===== src/rtl/mc_ctrl_pkg.sv =====
// Shared encodings for the multi-cycle MIPS control unit: FSM states,
// opcode/funct constants, ALU op codes and datapath mux selects.
package mc_ctrl_pkg;

    typedef enum logic [3:0] {
        FETCH, DECODE, EXEC_R, EXEC_I, ADDR, MEM_RD, MEM_WR,
        WB_R, WB_I, WB_MEM, BRANCH, JUMP, TRAP
    } state_e;

    localparam logic [5:0] OP_RTYPE = 6'b000000;
    localparam logic [5:0] OP_ADDI  = 6'b001000;
    localparam logic [5:0] OP_LUI   = 6'b001111;
    localparam logic [5:0] OP_LW    = 6'b100011;
    localparam logic [5:0] OP_SW    = 6'b101011;
    localparam logic [5:0] OP_BEQ   = 6'b000100;
    localparam logic [5:0] OP_J     = 6'b000010;

    localparam logic [5:0] FN_ADD  = 6'b100000;
    localparam logic [5:0] FN_ADDU = 6'b100001;
    localparam logic [5:0] FN_SUB  = 6'b100010;
    localparam logic [5:0] FN_SUBU = 6'b100011;
    localparam logic [5:0] FN_NOR  = 6'b100111;
    localparam logic [5:0] FN_XOR  = 6'b100110;
    localparam logic [5:0] FN_SLT  = 6'b101010;
    localparam logic [5:0] FN_SLTU = 6'b101011;

    localparam logic [3:0] ALU_ADD  = 4'b0000;
    localparam logic [3:0] ALU_ADDU = 4'b1111;
    localparam logic [3:0] ALU_SUB  = 4'b0010;
    localparam logic [3:0] ALU_SUBU = 4'b0011;
    localparam logic [3:0] ALU_NOR  = 4'b1000;
    localparam logic [3:0] ALU_XOR  = 4'b1001;
    localparam logic [3:0] ALU_SLT  = 4'b0110;
    localparam logic [3:0] ALU_SLTU = 4'b0111;
    localparam logic [3:0] ALU_LUI  = 4'b0101;

    localparam logic [1:0] PC_SRC_SEQ = 2'd0;
    localparam logic [1:0] PC_SRC_BR  = 2'd1;
    localparam logic [1:0] PC_SRC_JMP = 2'd2;

    localparam logic [1:0] SRCB_RT     = 2'd0;
    localparam logic [1:0] SRCB_FOUR   = 2'd1;
    localparam logic [1:0] SRCB_IMM    = 2'd2;
    localparam logic [1:0] SRCB_IMM_SH = 2'd3;

    function automatic logic opcode_known(input logic [5:0] op);
        return (op == OP_RTYPE) || (op == OP_ADDI) || (op == OP_LUI) ||
               (op == OP_LW) || (op == OP_SW) || (op == OP_BEQ) || (op == OP_J);
    endfunction

    // States that issue a memory request; entering one restarts the wait count.
    function automatic logic is_mem_state(input state_e s);
        return (s == FETCH) || (s == MEM_RD) || (s == MEM_WR);
    endfunction

endpackage


===== src/rtl/mc_alu_dec.sv =====
// Combinational R-type funct -> ALU op decoder; unknown funct decodes as ADD
// and is flagged through funct_ok_o.
module mc_alu_dec
    import mc_ctrl_pkg::*;
#(
    parameter int ALUOP_W = 4
) (
    input  logic [5:0]         funct_i,
    output logic [ALUOP_W-1:0] alu_op_o,
    output logic               funct_ok_o
);

    always_comb begin
        alu_op_o   = ALUOP_W'(ALU_ADD);
        funct_ok_o = 1'b1;
        case (funct_i)
            FN_ADD:  alu_op_o = ALUOP_W'(ALU_ADD);
            FN_ADDU: alu_op_o = ALUOP_W'(ALU_ADDU);
            FN_SUB:  alu_op_o = ALUOP_W'(ALU_SUB);
            FN_SUBU: alu_op_o = ALUOP_W'(ALU_SUBU);
            FN_NOR:  alu_op_o = ALUOP_W'(ALU_NOR);
            FN_XOR:  alu_op_o = ALUOP_W'(ALU_XOR);
            FN_SLT:  alu_op_o = ALUOP_W'(ALU_SLT);
            FN_SLTU: alu_op_o = ALUOP_W'(ALU_SLTU);
            default: funct_ok_o = 1'b0;
        endcase
    end

endmodule


===== src/rtl/mc_ctrl.sv =====
// Multi-cycle MIPS control FSM with memory-ready stalls and a sticky wait timeout.
// Optional MC_CTRL_TRAP_EN: unknown opcode/funct parks the FSM in TRAP until reset.
//
// state  | meaning
// FETCH  | read instruction at PC, PC+4 -> PC on mem_rdy
// DECODE | branch target -> ALUOut, dispatch on opcode
// EXEC_R | R-type ALU operation
// EXEC_I | ADDI / LUI ALU operation
// ADDR   | load/store effective address
// MEM_RD | data read, wait for mem_rdy
// MEM_WR | data write, retire on mem_rdy
// WB_R   | write rd from ALUOut
// WB_I   | write rt from ALUOut
// WB_MEM | write rt from MDR
// BRANCH | BEQ compare, conditional PC update
// JUMP   | PC <- jump target
// TRAP   | illegal instruction, hold until reset
module mc_ctrl
    import mc_ctrl_pkg::*;
#(
    parameter int ALUOP_W      = 4,
    parameter int MEM_WAIT_MAX = 15
) (
    input  logic               clk_i,
    input  logic               rst_i,
    input  logic [5:0]         opcode_i,
    input  logic [5:0]         funct_i,
    input  logic               zero_i,
    input  logic               mem_rdy_i,
    output logic               pc_we_o,
    output logic [1:0]         pc_src_o,
    output logic               ir_we_o,
    output logic               iord_o,
    output logic               mem_req_o,
    output logic               mem_we_o,
    output logic               reg_dst_o,
    output logic               reg_we_o,
    output logic               mem2reg_o,
    output logic               alu_src_a_o,
    output logic [1:0]         alu_src_b_o,
    output logic               ext_op_o,
    output logic [ALUOP_W-1:0] alu_op_o,
    output logic               instr_done_o,
    output logic               mem_timeout_o
`ifdef MC_CTRL_TRAP_EN
    ,
    output logic               trap_o
`endif
);

    localparam int WAIT_W = (MEM_WAIT_MAX > 0) ? $clog2(MEM_WAIT_MAX + 1) : 1;
    localparam logic [WAIT_W-1:0] WAIT_LIM = WAIT_W'(MEM_WAIT_MAX);
    localparam logic [WAIT_W-1:0] WAIT_SAT = '1;

    state_e              state_q, state_d;
    logic [WAIT_W-1:0]   wait_q, wait_d;
    logic                timeout_q, timeout_d;
    logic [ALUOP_W-1:0]  funct_alu_op;
    logic                funct_ok;

    mc_alu_dec #(.ALUOP_W(ALUOP_W)) u_alu_dec (
        .funct_i    (funct_i),
        .alu_op_o   (funct_alu_op),
        .funct_ok_o (funct_ok)
    );

    always_comb begin
        state_d = state_q;
        case (state_q)
            FETCH:  if (mem_rdy_i) state_d = DECODE;
            DECODE: begin
                case (opcode_i)
`ifdef MC_CTRL_TRAP_EN
                    OP_RTYPE: state_d = funct_ok ? EXEC_R : TRAP;
                    default:  state_d = TRAP;
`else
                    OP_RTYPE: state_d = EXEC_R;
                    default:  state_d = FETCH;
`endif
                    OP_ADDI, OP_LUI: state_d = EXEC_I;
                    OP_LW, OP_SW:    state_d = ADDR;
                    OP_BEQ:          state_d = BRANCH;
                    OP_J:            state_d = JUMP;
                endcase
            end
            EXEC_R: state_d = WB_R;
            EXEC_I: state_d = WB_I;
            ADDR:   state_d = (opcode_i == OP_LW) ? MEM_RD : MEM_WR;
            MEM_RD: if (mem_rdy_i) state_d = WB_MEM;
            MEM_WR: if (mem_rdy_i) state_d = FETCH;
            TRAP:   state_d = TRAP;
            default: state_d = FETCH;
        endcase
    end

    always_comb begin
        wait_d = wait_q;
        if (is_mem_state(state_d) && (state_d != state_q)) begin
            wait_d = '0;
        end else if (mem_req_o && !mem_rdy_i && (wait_q != WAIT_SAT)) begin
            wait_d = wait_q + 1'b1;
        end
        timeout_d = timeout_q || ((MEM_WAIT_MAX != 0) && (wait_d == WAIT_LIM));
    end

    always_ff @(posedge clk_i) begin
        if (rst_i) begin
            state_q   <= FETCH;
            wait_q    <= '0;
            timeout_q <= 1'b0;
        end else begin
            state_q   <= state_d;
            wait_q    <= wait_d;
            timeout_q <= timeout_d;
        end
    end

    always_comb begin
        pc_we_o      = 1'b0;
        pc_src_o     = PC_SRC_SEQ;
        ir_we_o      = 1'b0;
        iord_o       = 1'b0;
        mem_req_o    = 1'b0;
        mem_we_o     = 1'b0;
        reg_dst_o    = 1'b0;
        reg_we_o     = 1'b0;
        mem2reg_o    = 1'b0;
        alu_src_a_o  = 1'b0;
        alu_src_b_o  = SRCB_RT;
        ext_op_o     = 1'b1;
        alu_op_o     = ALUOP_W'(ALU_ADD);
        instr_done_o = 1'b0;
`ifdef MC_CTRL_TRAP_EN
        trap_o       = 1'b0;
`endif
        case (state_q)
            FETCH: begin
                mem_req_o   = 1'b1;
                alu_src_b_o = SRCB_FOUR;
                ir_we_o     = mem_rdy_i;
                pc_we_o     = mem_rdy_i;
            end
            DECODE: begin
                alu_src_b_o = SRCB_IMM_SH;
`ifdef MC_CTRL_TRAP_EN
                instr_done_o = 1'b0;
`else
                instr_done_o = !opcode_known(opcode_i);
`endif
            end
            EXEC_R: begin
                alu_src_a_o = 1'b1;
                alu_op_o    = funct_alu_op;
            end
            EXEC_I: begin
                alu_src_a_o = 1'b1;
                alu_src_b_o = SRCB_IMM;
                if (opcode_i == OP_LUI) begin
                    ext_op_o = 1'b0;
                    alu_op_o = ALUOP_W'(ALU_LUI);
                end
            end
            ADDR: begin
                alu_src_a_o = 1'b1;
                alu_src_b_o = SRCB_IMM;
            end
            MEM_RD: begin
                mem_req_o = 1'b1;
                iord_o    = 1'b1;
            end
            MEM_WR: begin
                mem_req_o    = 1'b1;
                iord_o       = 1'b1;
                mem_we_o     = 1'b1;
                instr_done_o = mem_rdy_i;
            end
            WB_R: begin
                reg_we_o     = 1'b1;
                reg_dst_o    = 1'b1;
                instr_done_o = 1'b1;
            end
            WB_I: begin
                reg_we_o     = 1'b1;
                instr_done_o = 1'b1;
            end
            WB_MEM: begin
                reg_we_o     = 1'b1;
                mem2reg_o    = 1'b1;
                instr_done_o = 1'b1;
            end
            BRANCH: begin
                alu_src_a_o  = 1'b1;
                alu_op_o     = ALUOP_W'(ALU_SUB);
                pc_we_o      = zero_i;
                pc_src_o     = PC_SRC_BR;
                instr_done_o = 1'b1;
            end
            JUMP: begin
                pc_we_o      = 1'b1;
                pc_src_o     = PC_SRC_JMP;
                instr_done_o = 1'b1;
            end
`ifdef MC_CTRL_TRAP_EN
            TRAP: trap_o = 1'b1;
`endif
            default: ;
        endcase
    end

    assign mem_timeout_o = timeout_q;

`ifdef MC_CTRL_TRAP_EN
`else
    // Unknown funct simply executes as ADD when trapping is disabled.
    logic unused_funct_ok;
    assign unused_funct_ok = funct_ok;
`endif

endmodule


===== config.mk =====
export PLATFORM = sky130hd
export DESIGN_NAME = mc_ctrl
export DESIGN_NICKNAME = d
export VERILOG_FILES = /design/src/rtl/mc_ctrl_pkg.sv /design/src/rtl/mc_alu_dec.sv /design/src/rtl/mc_ctrl.sv
export SDC_FILE = /design/constraint.sdc
export NUM_CORES = 1
export LEC_CHECK = 0
export CORE_ASPECT_RATIO = 0.7
export CORE_UTILIZATION = 48
export DETAILED_ROUTE_END_ITERATION = 12
export GPL_ROUTABILITY_DRIVEN = 0
export GPL_TIMING_DRIVEN = 0
export PLACE_DENSITY_LB_ADDON = 0.25
export SYNTH_ARGS = -nofsm -noshare
export SYNTH_HDL_FRONTEND = slang
export SYNTH_SLANG_ARGS = --single-unit

===== constraint.sdc =====
create_clock -name clk_i -period 5.6 [get_ports clk_i]
set_input_delay 1.12 -clock clk_i [delete_from_list [all_inputs] [get_ports clk_i]]
set_output_delay 1.12 -clock clk_i [all_outputs]
set_load 0.03 [all_outputs]

# --- After elaboration in Yosys (flattened, before gate mapping) ---
# Index checks and enable logic that the tools add are counted.
word_totals:
  elab_cells: 84
  reg_bits: 9
  input_bits: 16
op_classes:
  add_sub_neg: 1
  n_reduce_logical: 25
  eq_ne: 30
  muxes: 25
ops:
  columns: ["operator", "count"]
  rows:
  - ["6-bit equality test (second input constant)", 9]
  - ["4-bit one-hot mux with 8 select lines", 1]
  - ["4-bit one-hot mux with 7 select lines", 1]
  - ["4-bit by 3-bit equality test with 1-bit output (second input constant)", 6]
  - ["4-bit equality test (second input constant)", 6]
  - ["4-bit two-way mux", 5]
  - ["4-bit one-hot mux with 5 select lines", 1]
  - ["6-bit by 4-bit equality test with 1-bit output (second input constant)", 2]
  - ["4-bit one-hot mux with 3 select lines", 1]
  - ["1-bit two-way mux", 10]
  - ["1-bit logical OR", 9]
  - ["4-bit by 2-bit equality test with 1-bit output (second input constant)", 2]
  - ["4-bit logical NOT", 2]
  - ["2-bit OR reduction", 4]
  - ["6-bit by 2-bit equality test with 1-bit output (second input constant)", 1]
  - ["6-bit by 3-bit equality test with 1-bit output (second input constant)", 1]
  - ["6-bit logical NOT", 1]
  - ["1-bit one-hot mux with 3 select lines", 2]
  - ["2-bit one-hot mux with 3 select lines", 1]
  - ["3-bit OR reduction", 2]
  - ["5-bit OR reduction", 1]
  - ["4-bit by 1-bit adder with 4-bit output (second input constant)", 1]
  - ["4-bit by 1-bit equality test with 1-bit output (second input constant)", 1]
  - ["4-bit inequality test", 1]
  - ["7 further kinds", 10]

# --- Longest topological paths before layout ---
logic_depth:
  depth_word: 11
  mapped_depth: 9

# --- By module ---
# A second synthesis with hierarchy kept.
hier_totals:
  cells_unflattened: 145
  area_unflattened_um2: 1039.7
by_module_without_submodules:
  columns: ["module", "n_inst", "area_each_um2", "cells_per_inst", "seq_area_each_um2"]
  rows:
  - ["mc_ctrl", 1, 913.4, 125, 180.2]
  - ["mc_alu_dec", 1, 126.4, 20, 0.0]

# --- Worst setup path after synthesis ---
# No wires, ideal clock.
synth_path:
  path_kind: "in2out"
  start: "input port opcode_i[2]"
  end: "output port alu_op_o[0]"
  arrival_ns: 2.390
  required_ns: 4.480
  path_stages: 4
  setup_slack_ns: 2.090
  cell_sequence: "buf_2 and4_1 nand4_1 o21ai_0"
synth_via:
  elab_chain_len: 3
synth_rtl:
  columns: ["item", "line", "rtl"]
  rows:
  - ["start, declared", "mc_ctrl.sv:26", "input logic [5:0] opcode_i,"]
  - ["6-bit by 4-bit equality test with 1-bit output", "mc_ctrl.sv:158", "if (opcode_i == OP_LUI) begin"]
  - ["3-bit two-way mux", "mc_ctrl.sv:158", null]
  - ["4-bit one-hot mux with 3 select lines", "mc_ctrl.sv:136", "case (state_q)"]
  - ["end, declared", "mc_ctrl.sv:42", "output logic [ALUOP_W-1:0] alu_op_o,"]
# Every way passes these cells.

# --- Final worst setup path ---
layout_path:
  start: "input port opcode_i[3]"
  end: "output port instr_done_o"
layout_via:
  elab_chain_len: 9
  word_cells_on_any_way: 15
layout_rtl:
  columns: ["item", "line", "rtl"]
  rows:
  - ["6-bit by 4-bit equality test with 1-bit output / 6-bit logical NOT (equally long branches)", "mc_ctrl_pkg.sv:47", "return (op == OP_RTYPE) || (op == OP_ADDI) || (op == OP_LUI) ||"]
  - ["1-bit logical OR (3 in a row)", "mc_ctrl_pkg.sv:47", null]
  - ["1-bit logical OR (2 in a row)", "mc_ctrl_pkg.sv:48", "(op == OP_LW) || (op == OP_SW) || (op == OP_BEQ) || (op == OP_J);"]
  - ["1-bit logical OR *", "mc_ctrl_pkg.sv:48", null]
  - ["1-bit logical NOT *", "mc_ctrl.sv:148", "instr_done_o = !opcode_known(opcode_i);"]
  - ["1-bit one-hot mux with 3 select lines *", "mc_ctrl.sv:136", null]
  - ["end, declared", "mc_ctrl.sv:43", "output logic instr_done_o,"]
# Every way passes the cells marked *; elsewhere a longest branch is shown, timed or not.

==> impl_metrics.ini <==
[run_status]
status = complete, but fails checks
violations = design-rule violations

[place]
dp_slack_ps = 1418
post-place-cells = 203
numPortBuffers = 34
hpwl_microns = 2464
placed_area_sq_um = 1399

[drt]
post_drt_wl_per_cell_microns = 15.36
dr.pass1.iters = 9
route.detailed.drc = 3
ant_nets = 0
vias_per_cell = 6.237
vias = 1291
routed_wirelength_microns = 3179
drtIter0Drc = 113

[setup_path]
cp_max_fo = 8
cpMaxStageDelayCell = clkdlybuf4s50_1
ff2ff_setup_slack_ps = 3400
end_kind = output port
start_kind = primary input
crit_family = buffers and inverters
cp_data_required_time_ps = 4480
crit_chain = clkdlybuf4s50_1 -> and4_1 -> nor3_1 -> nor3_1 -> o221ai_1 -> clkdlybuf4s50_1
path_class = in -> out
slowest_delay_ps = 700
crit_buf_inv = 2
crit_arrival_ps = 3070

[timing]
period_share_pct = 74.91
setup_viol = 0
min_period_ps = 4195
max_freq_ghz = 0.2384
drv_slew = 0
setup_tns_ps = 0
worst_slew_pin_slew_ps = 542.0
fin_ws_ps = 1405
worst_clock_skew_ps = 1.937
relSlewSlack_pct = 63.53
hold_viol = 0
rsz0062_at_grt = false

[cells_and_area]
nNetsFinal = 203
multi_input_area_sq_um = 802.0
nFillCells = 164
antennaDiodeCount = 0
seqCellArea_sq_um = 180.2
final_cells = 207
final_area_sq_um = 1426
drive_gt1_share_pct = 8.108
area_growth_pct = 38.35

[logic_synthesis]
synth_cells = 147
yosysUniqueCellTypes = 55
async_flop_share_pct = 0
synth-main-ff-cell = dfxtp_1
synth_edf_count = 0
synth_seq_area_share_pct = 17.48
synth_fp_nets = 164
postSynthAreaPerCell_sq_um = 7.014
ys_warn_count = 0
synth_seq_cells = 9
syn_area_sq_um = 1031

[floorplanning]
ioPinCount = 36
die_area_sq_um = 2340
core_sq_um = 1936
die-height_microns = 40.78
rows = 13
die_x_microns = 57.40
start_util_pct = 53.26

[clocking]
path_clk_slew_ps = 70
cts_setup_buffers = 0
cts.sinks = 9
holdBufCountCts = 0
cts_tree = done
htreeDepth = 1
clk_path_buf_depth = 2
insertion_delay_ps = 290
clockRootBuffer = clkbuf_4
cts_buffers = 3
cts_resized = 0

[power]
ir_worst_vdd_mv = 0.1208
power_leakage_nw = 0.5133
p_total_w = 0.0003470
power.density_nw_per_um2 = 243.3

[global_routing]
grt_use_total_pct = 28.71
grt_first_pass_wirelength_microns = 4836
first_global_vias = 1047
grt_max_degree = 11
antenna_found_initial = 0
grt-ovfl-total = 0

[flow_run]
max_cap_violations = 0

[hold_path]
hold_class = reg -> reg
[stage by stage]
| step | util, % | hold WS, ps |
|---|---|---|
| 3_5_place_dp | 72.27 | 537.9 |
| 2_1_floorplan | - | 471.1 |
| 3_3_place_gp | 72.27 | 491.9 |
| 4_1_cts | 73.69 | 547.1 |
| 5_1_grt | 73.69 | 558.9 |
| 6_report | 73.69 | 547.9 |
[worst reg2reg max path: stages (launching register included)]
cell,delay [ps]
dfxtp_1,310
clkbuf_1,320
clkbuf_1,390
o31ai_1,130
a221oi_1,310
nor3_1,110
o21ai_1,170
nand3_1,140
a41o_1,220
[synthesized netlist by cell type (2+ instances only)]
library cell  number  area [sq um]
a21oi_1            5         25.02
a2bb2oi_1          2         17.52
a31oi_1            2         12.51
and2_1             3         18.77
and3_1             2         12.51
buf_2              3         15.01
clkbuf_1           5         18.77
dfxtp_1            9         180.2
inv_1              4         15.01
nand2_1           11         41.29
nand2b_1          10         62.56
nand3_1            5         25.02
nand4_1            2         12.51
nor2_1            18         67.56
nor2b_1            6         37.54
nor3_1             7         35.03
nor3b_1            2         15.01
nor4b_1            2         17.52
o21ai_0            5         25.02
o221ai_1           2         17.52
o22ai_1            2         12.51
o31ai_1            3         22.52
or3_1              4         25.02
xnor2_1            2         17.52
[final timing paths]
| kind | start | endpoint | cells after the start |
|---|---|---|---|
| max | opcode_i[3] | instr_done_o | 6 |
| min reg2reg | wait_q[1]$_SDFF_PP0_ | wait_q[1]$_SDFF_PP0_ | 2 |
| max reg2reg | state_q[3]$_SDFF_PP0_ | mem_timeout_o$_SDFF_PP0_ | 8 |
| min | wait_q[1]$_SDFF_PP0_ | wait_q[1]$_SDFF_PP0_ | 2 |
[power by group]
part           internal, W  switching, W
Combinational    0.0000881      0.000123
Clock            0.0000267     0.0000315
Sequential       0.0000705    0.00000713
Total             0.000185      0.000162
[final cells by class]
class	count	share of cell area [%]
Clock buffer	3	1.579
Buffer	8	2.368
Timing Repair Buffer	34	23.86
Multi-Input combinational cell	126	56.23
Inverter	4	1.053
Sequential cell	9	12.63
Tap cell	22	1.930
Clock inverter	1	0.3509
[state kept, by name (all words and copies together) (netlist names)]
signal / count
wait_q: 4
state_q: 4
mem_timeout_o: 1
[cell usage in the layout (no fill, tap or decap), types with 3 or more instances in the layout]
cell              n
nand3_1           5
clkbuf_4          3
nor2b_1           6
clkbuf_1          5
nand2_1          11
clkdlybuf4s50_1  34
or3_1             4
a21oi_1           5
dfxtp_1           9
and2_1            3
inv_1             4
nor3_1            7
nand2b_1         10
o31ai_1           3
o21ai_0           5
nor2_1           18
buf_2             3
[metal layers]
layer / routed length [microns] / track usage (%) / vias to the layer above
met5: 0 / 0 / -
met4: 61 / 14.02 / 0
met3: 299 / 6.940 / 9
met2: 1378 / 46.51 / 78
met1: 1439 / 36.85 / 573
li1: - / - / 631
[cells by family after synthesis]
| group | count (synthesis) | synth area share, % |
|---|---|---|
| simple gates | 81 | 43.81 |
| compound gates | 39 | 28.16 |
| buf+inv | 12 | 4.732 |
| flops | 9 | 17.48 |
| xor+xnor | 3 | 2.549 |
| mux | 2 | 2.063 |
| fa+ha+maj | 1 | 1.213 |
Power figures use the tool's default switching activity.
